[src/rtl/ccff_chain_loader.sv]
// ccff_chain_loader
//   Feeds the configuration chain head of a routing tile. Bitstream words
//   arrive over a valid/ready handshake and are shifted MSB-first onto
//   ccff_head, with config_enable high only on shift cycles. Exactly
//   CHAIN_LEN bits are shifted per load. Bits falling out of ccff_tail are
//   collected into read-back words so firmware can verify the old contents.
//
// Ports
//   prog_clk      in   programming clock (only clock)
//   pReset        in   synchronous active-high reset
//   start         in   1-cycle pulse, begins a load when idle
//   wr_data       in   bitstream word, MSB shifted first
//   wr_valid      in   wr_data valid
//   wr_ready      out  word accepted this cycle (FETCH only)
//   ccff_head     out  serial config bit to chain head
//   config_enable out  chain shift enable
//   ccff_tail     in   serial bit from chain tail
//   rb_data       out  read-back word, first tail bit in MSB (or bit nbits-1)
//   rb_valid      out  1-cycle strobe for rb_data
//   busy          out  load in progress
//   done          out  1-cycle pulse after the last chain bit
module ccff_chain_loader #(
  parameter int WORD_W    = 8,
  parameter int CHAIN_LEN = 36,
  parameter int CNT_W     = 16
) (
  input  logic              prog_clk,
  input  logic              pReset,
  input  logic              start,
  input  logic [WORD_W-1:0] wr_data,
  input  logic              wr_valid,
  output logic              wr_ready,
  output logic              ccff_head,
  output logic              config_enable,
  input  logic              ccff_tail,
  output logic [WORD_W-1:0] rb_data,
  output logic              rb_valid,
  output logic              busy,
  output logic              done
);

  localparam logic [CNT_W-1:0] CHAIN_LEN_C = CNT_W'(CHAIN_LEN);
  localparam logic [CNT_W-1:0] WORD_W_C    = CNT_W'(WORD_W);

  typedef enum logic [1:0] {IDLE, FETCH, SHIFT, DONE} state_t;

  state_t            state_reg;
  logic [CNT_W-1:0]  count_reg;     // chain bits shifted so far in this load
  logic [CNT_W-1:0]  remain_reg;    // bits still to shift from the current word
  logic [WORD_W-1:0] shift_reg;     // bits queued behind the one on ccff_head
  logic [WORD_W-1:0] rb_shift_reg;  // tail bits collected for the current word

  logic [CNT_W-1:0]  left_next;
  logic [CNT_W-1:0]  nbits_next;
  logic [WORD_W-1:0] rb_shift_next;
  logic [CNT_W-1:0]  count_next;

  always_comb begin
    left_next     = CHAIN_LEN_C - count_reg;
    nbits_next    = (left_next < WORD_W_C) ? left_next : WORD_W_C;
    // Read-back register is cleared per word, so a partial word naturally
    // lands in the low nbits with the first tail bit at position nbits-1.
    rb_shift_next = {rb_shift_reg[WORD_W-2:0], ccff_tail};
    count_next    = count_reg + CNT_W'(1);
  end

  always_ff @(posedge prog_clk) begin
    if (pReset) begin
      state_reg     <= IDLE;
      count_reg     <= '0;
      remain_reg    <= '0;
      shift_reg     <= '0;
      rb_shift_reg  <= '0;
      wr_ready      <= 1'b0;
      ccff_head     <= 1'b0;
      config_enable <= 1'b0;
      rb_data       <= '0;
      rb_valid      <= 1'b0;
      busy          <= 1'b0;
      done          <= 1'b0;
    end else begin
      rb_valid <= 1'b0;
      done     <= 1'b0;
      case (state_reg)
        IDLE: begin
          if (start) begin
            state_reg <= FETCH;
            busy      <= 1'b1;
            wr_ready  <= 1'b1;
            count_reg <= '0;
          end
        end

        FETCH: begin
          if (wr_valid) begin
            // Head and enable are registered here so the first shift cycle
            // already presents the word's MSB; the rest waits in shift_reg.
            state_reg     <= SHIFT;
            wr_ready      <= 1'b0;
            ccff_head     <= wr_data[WORD_W-1];
            shift_reg     <= wr_data << 1;
            config_enable <= 1'b1;
            remain_reg    <= nbits_next;
            rb_shift_reg  <= '0;
          end
        end

        SHIFT: begin
          count_reg    <= count_next;
          remain_reg   <= remain_reg - CNT_W'(1);
          rb_shift_reg <= rb_shift_next;
          shift_reg    <= shift_reg << 1;
          if (remain_reg == CNT_W'(1)) begin
            // Last bit of this word: close the enable window, publish read-back.
            config_enable <= 1'b0;
            ccff_head     <= 1'b0;
            rb_valid      <= 1'b1;
            rb_data       <= rb_shift_next;
            if (count_next == CHAIN_LEN_C) begin
              state_reg <= DONE;
              done      <= 1'b1;
              busy      <= 1'b0;
            end else begin
              state_reg <= FETCH;
              wr_ready  <= 1'b1;
            end
          end else begin
            ccff_head <= shift_reg[WORD_W-1];
          end
        end

        DONE: begin
          state_reg <= IDLE;
        end

        default: state_reg <= IDLE;
      endcase
    end
  end

endmodule

[config.mk]
export PLATFORM = sky130hd
export DESIGN_NAME = ccff_chain_loader
export DESIGN_NICKNAME = d
export VERILOG_FILES = /design/src/rtl/ccff_chain_loader.sv
export SDC_FILE = /design/constraint.sdc
export NUM_CORES = 1
export LEC_CHECK = 0
export CAP_MARGIN = 20
export CORE_MARGIN = 2
export CORE_UTILIZATION = 63
export CTS_CLUSTER_SIZE = 40
export DETAILED_ROUTE_END_ITERATION = 16
export GPL_TIMING_DRIVEN = 1
export PLACE_DENSITY = 0.87
export SLEW_MARGIN = 30
export SYNTH_ARGS = -nofsm -noshare
export SYNTH_HDL_FRONTEND = slang
export SYNTH_SLANG_ARGS = --single-unit
[constraint.sdc]
create_clock -name prog_clk -period 3.5 [get_ports prog_clk]
set_clock_uncertainty 0.2 [all_clocks]
set_input_delay 0.875 -clock prog_clk [delete_from_list [all_inputs] [get_ports prog_clk]]
set_output_delay 0.875 -clock prog_clk [all_outputs]
set_load 0.005 [all_outputs]
==> key figures <==
Pwr
  • Power share of the combinational group: 12.9%
  • Switch Pwr: 0.4540 mW
  • Leakage dissipation: 1.365 nW
  • Total power consumption of the routed design: 1.683 mW
  • Cell Pwr Density: 434.0 nW/um2
  • Clock power share: 41.6%
  • Share of total power consumed by net switching: 26.98%
  • Proportion of power drawn by flip-flops and latches: 45.4%
  • Highest ir drop seen on vdd: 0.0003438 V
  • Internal power contribution: 1.229 mW

Timing
  • Fin Setup TNS: 0 ps
  • Tmin final: 2882 ps
  • Max_slew headroom: 59.80%
  • Final hold viol count: 0
  • Setup repair after global routing missed its margin: false
  • Number of setup violations in the final report: 0
  • Max-slew violation count: 0
  • Final Cycle Share: 82.33%
  • Peak Freq: 0.3470 GHz
  • Worst-Margin Slew: 598.0 ps

Final layout
  • Filler cell count: 447
  • Number of nets in the layout: 471
  • Number of diodes added for antenna fixing: 0
  • Area overhead of the layout relative to synthesis: 10.40%
  • Post-Route Utilization: 71.29%
  • Ratio of cells with drive above 1 in the final layout: 9.389%

Clock tree
  • Clk Latency, worst-skew pair: 340 ps
  • TritonCTS clock tree: done
  • Maximum level of the CTS H-tree: 3
  • Clock transition at the register clock pins on the worst setup and hold paths after CTS: 80 ps
  • Buffer levels on the longest clock path: 2
  • Quantity of gates resized following cts: 0
  • Library cell used as clock root buffer: sky130_fd_sc_hd__clkbuf_8
  • Cts bufs inserted: 9
  • Number of buffers added to fix hold violations after cts: 0
  • Clock Sink Count: 62
  • Post-CTS setup buffer count: 0

Detailed routing
  • DR DRC count: 0
  • Total via count after detailed routing: 3241
  • Antenna-violating nets left: 0
  • Drt first-iter violations: 248
  • Drt via density: 6.115
  • Number of iterations in the first detailed-routing pass: 5
  • Total wire length: 8067 um
  • Final routed wire length divided by cell count: 15.22 um

GRT
  • Largest net degree at the start of global routing: 51
  • GRT Resource Usage Total: 27.96%
  • Initial antenna violation count: 0
  • Via count of the first global-routing pass: 3135
  • Global-route wire length before repair: 13850 um
  • Overflow left after global routing: 0

Worst setup path
  • Delay-heaviest family, CP: simple AND/OR/NAND/NOR gates
  • Critical Path Slowest Stage Cell: sky130_fd_sc_hd__dfxtp_1
  • Crit path buf inv count: 0
  • Critical-path cell list: ha_1 > nand3_1 > nor2_1 > xor2_1 > o21ai_0 > nor4b_1 > a41oi_1
  • CP max stage delay: 600 ps
  • Max FO, Critical Path: 15
  • Critical Path End Type: register
  • Slack of the worst reg-to-reg path: 620 ps
  • Worst EP arrival: 2880 ps
  • Critical Path Start Type: register
  • Type of the worst setup path: register to register
  • WP data required: 3500 ps

Flow run
  • Max-cap viol count: 0

Floorplan
  • Die boundary width: 78.67 um
  • # IOs: 27
  • Starting utilization of the core area: 64.57%
  • Number of cell rows: 27
  • Die area: 6188 um2
  • Vertical die dimension: 78.67 um
  • Core region area: 5439 um2

Yosys
  • Total of warnings raised by yosys: 0
  • FFs w/ async S/R, synth: 0%
  • Most common flop cell mapped by yosys: sky130_fd_sc_hd__dfxtp_1
  • Cells after synthesis: 446
  • Register bit total from synthesis: 62
  • Post-Synthesis Net Count: 464
  • Number of enable flip-flop cells after synthesis: 0
  • Share of synthesized area occupied by flip-flops and latches: 35.34%
  • Post-Syn Area: 3512 um2
  • Synth Area per Inst: 7.875 um2
  • Number of distinct library cell variants in the gate-level netlist after synthesis: 71

Place
  • Number of buffers added on ports: 26
  • Total half-perimeter wirelength after legalization and detailed placement: 5331 um
  • Last weighted congestion value of the routability-driven placer: 0.9501

Status
  • Result of the run: complete, no violations

Min path
  • Class of the most critical hold timing path: register to register
metal layers:
| layer | part of all wire [%] | GRT usage, % | up-vias |
|---|---|---|---|
| li1 | - | - | 1609 |
| met1 | 43 | 35.94 | 1511 |
| met2 | 49 | 45.64 | 108 |
| met5 | 0 | 0 | - |
| met4 | 1.8 | 13.51 | 0 |
| met3 | 6.1 | 4.483 | 13 |
kinds of logic (layout without fill, tap and decap cells):
family	after synthesis	count (layout)	share of synthesized area [%]
AO/OA/AOI/OAI	106	106	20.09
buffers and inverters	42	54	7.445
AND/OR/NAND/NOR	219	219	32.21
adder cells (fa/ha/maj)	5	5	1.781
flip-flops	62	62	35.34
multiplexers	2	2	0.6412
XOR/XNOR	10	10	2.494
cells in the mapped netlist (4+ instances only):
cell / instances / area (um2)
sky130_fd_sc_hd__buf_4: 4 / 30.03
sky130_fd_sc_hd__nand2b_1: 5 / 31.28
sky130_fd_sc_hd__nor2_1: 55 / 206.5
sky130_fd_sc_hd__nand3_1: 15 / 75.07
sky130_fd_sc_hd__a311oi_1: 13 / 113.9
sky130_fd_sc_hd__xor2_1: 5 / 43.79
sky130_fd_sc_hd__nand4_1: 8 / 50.05
sky130_fd_sc_hd__dfxtp_1: 62 / 1241
sky130_fd_sc_hd__and3_1: 4 / 25.02
sky130_fd_sc_hd__clkbuf_8: 5 / 68.82
sky130_fd_sc_hd__or3_1: 7 / 43.79
sky130_fd_sc_hd__nand2_1: 63 / 236.5
sky130_fd_sc_hd__nor3_1: 13 / 65.06
sky130_fd_sc_hd__nor2b_1: 5 / 31.28
sky130_fd_sc_hd__nor4b_1: 5 / 43.79
sky130_fd_sc_hd__ha_1: 5 / 62.56
sky130_fd_sc_hd__o21ai_0: 18 / 90.09
sky130_fd_sc_hd__a31oi_1: 4 / 25.02
sky130_fd_sc_hd__nor4_1: 4 / 25.02
sky130_fd_sc_hd__inv_1: 8 / 30.03
sky130_fd_sc_hd__clkbuf_1: 15 / 56.30
sky130_fd_sc_hd__xnor2_1: 5 / 43.79
sky130_fd_sc_hd__a211oi_1: 4 / 30.03
sky130_fd_sc_hd__a21oi_1: 39 / 195.2
per-stage QoR:
step | cell area (um2) | hold WS (ps) | cells | setup WS, ps
global placement | 3656 | 245.1 | 514 | 652.8
finish | 3877 | 259.6 | 530 | 618.3
global route | 3877 | 276.9 | 530 | 394.2
floorplan | 3512 | 232.1 | 446 | 1152
CTS | 3877 | 260.7 | 530 | 689.5
detailed placement | 3656 | 250.1 | 514 | 523.3
placed cells by master, fill, tap and decap left out, drive strengths merged, types with 4 or more instances in the layout:
master and instances:
a211oi 5, a21oi 39, a311oi 13, a31oi 4
and3 6, and3b 4, buf 5, clkbuf 9
clkdlybuf4s50 25, dfxtp 62, ha 5, inv 9
nand2 63, nand2b 6, nand3 16, nand4 8
nor2 57, nor2b 5, nor3 13, nor4 5
nor4b 5, o21ai 20, or2 4, or3 8
or4 6, xnor2 5, xor2 5
final timing paths:
kind,start,end,depth (start not counted)
setup / recovery,count_reg[0],wr_ready,7
hold / removal,rb_data[4],rb_data[4],2
setup reg to reg,count_reg[0],wr_ready,7
hold reg to reg,rb_data[4],rb_data[4],2
power groups by stage:
stage	Combinational, mW	Sequential [mW]	Clock, mW
2_1_floorplan	0.171	0.768	0
3_3_place_gp	0.209	0.777	0
3_5_place_dp	0.215	0.780	0
4_1_cts	0.216	0.764	0.704
5_1_grt	0.245	0.769	0.739
6_report	0.218	0.765	0.701
final cells by class:
cell class	instances	area (um2)	share of cell area, %
clock inverter	7	97.59	2.517
tap	72	90.09	2.323
clock buffer	9	123.9	3.195
sequential	62	1241	32.01
multi-input combinational	342	2009	51.82
timing repair buffer	30	285.3	7.357
inverter	8	30.03	0.7744
worst reg2reg max path: stages, from the launching register on:
cell and delay [ps]:
sky130_fd_sc_hd__dfxtp_1 600, sky130_fd_sc_hd__ha_1 280, sky130_fd_sc_hd__nand3_1 240, sky130_fd_sc_hd__nor2_1 440, sky130_fd_sc_hd__xor2_1 120, sky130_fd_sc_hd__o21ai_0 240
sky130_fd_sc_hd__nor4b_1 440, sky130_fd_sc_hd__a41oi_1 180
Note: power is estimated with default switching activity, not from simulation.
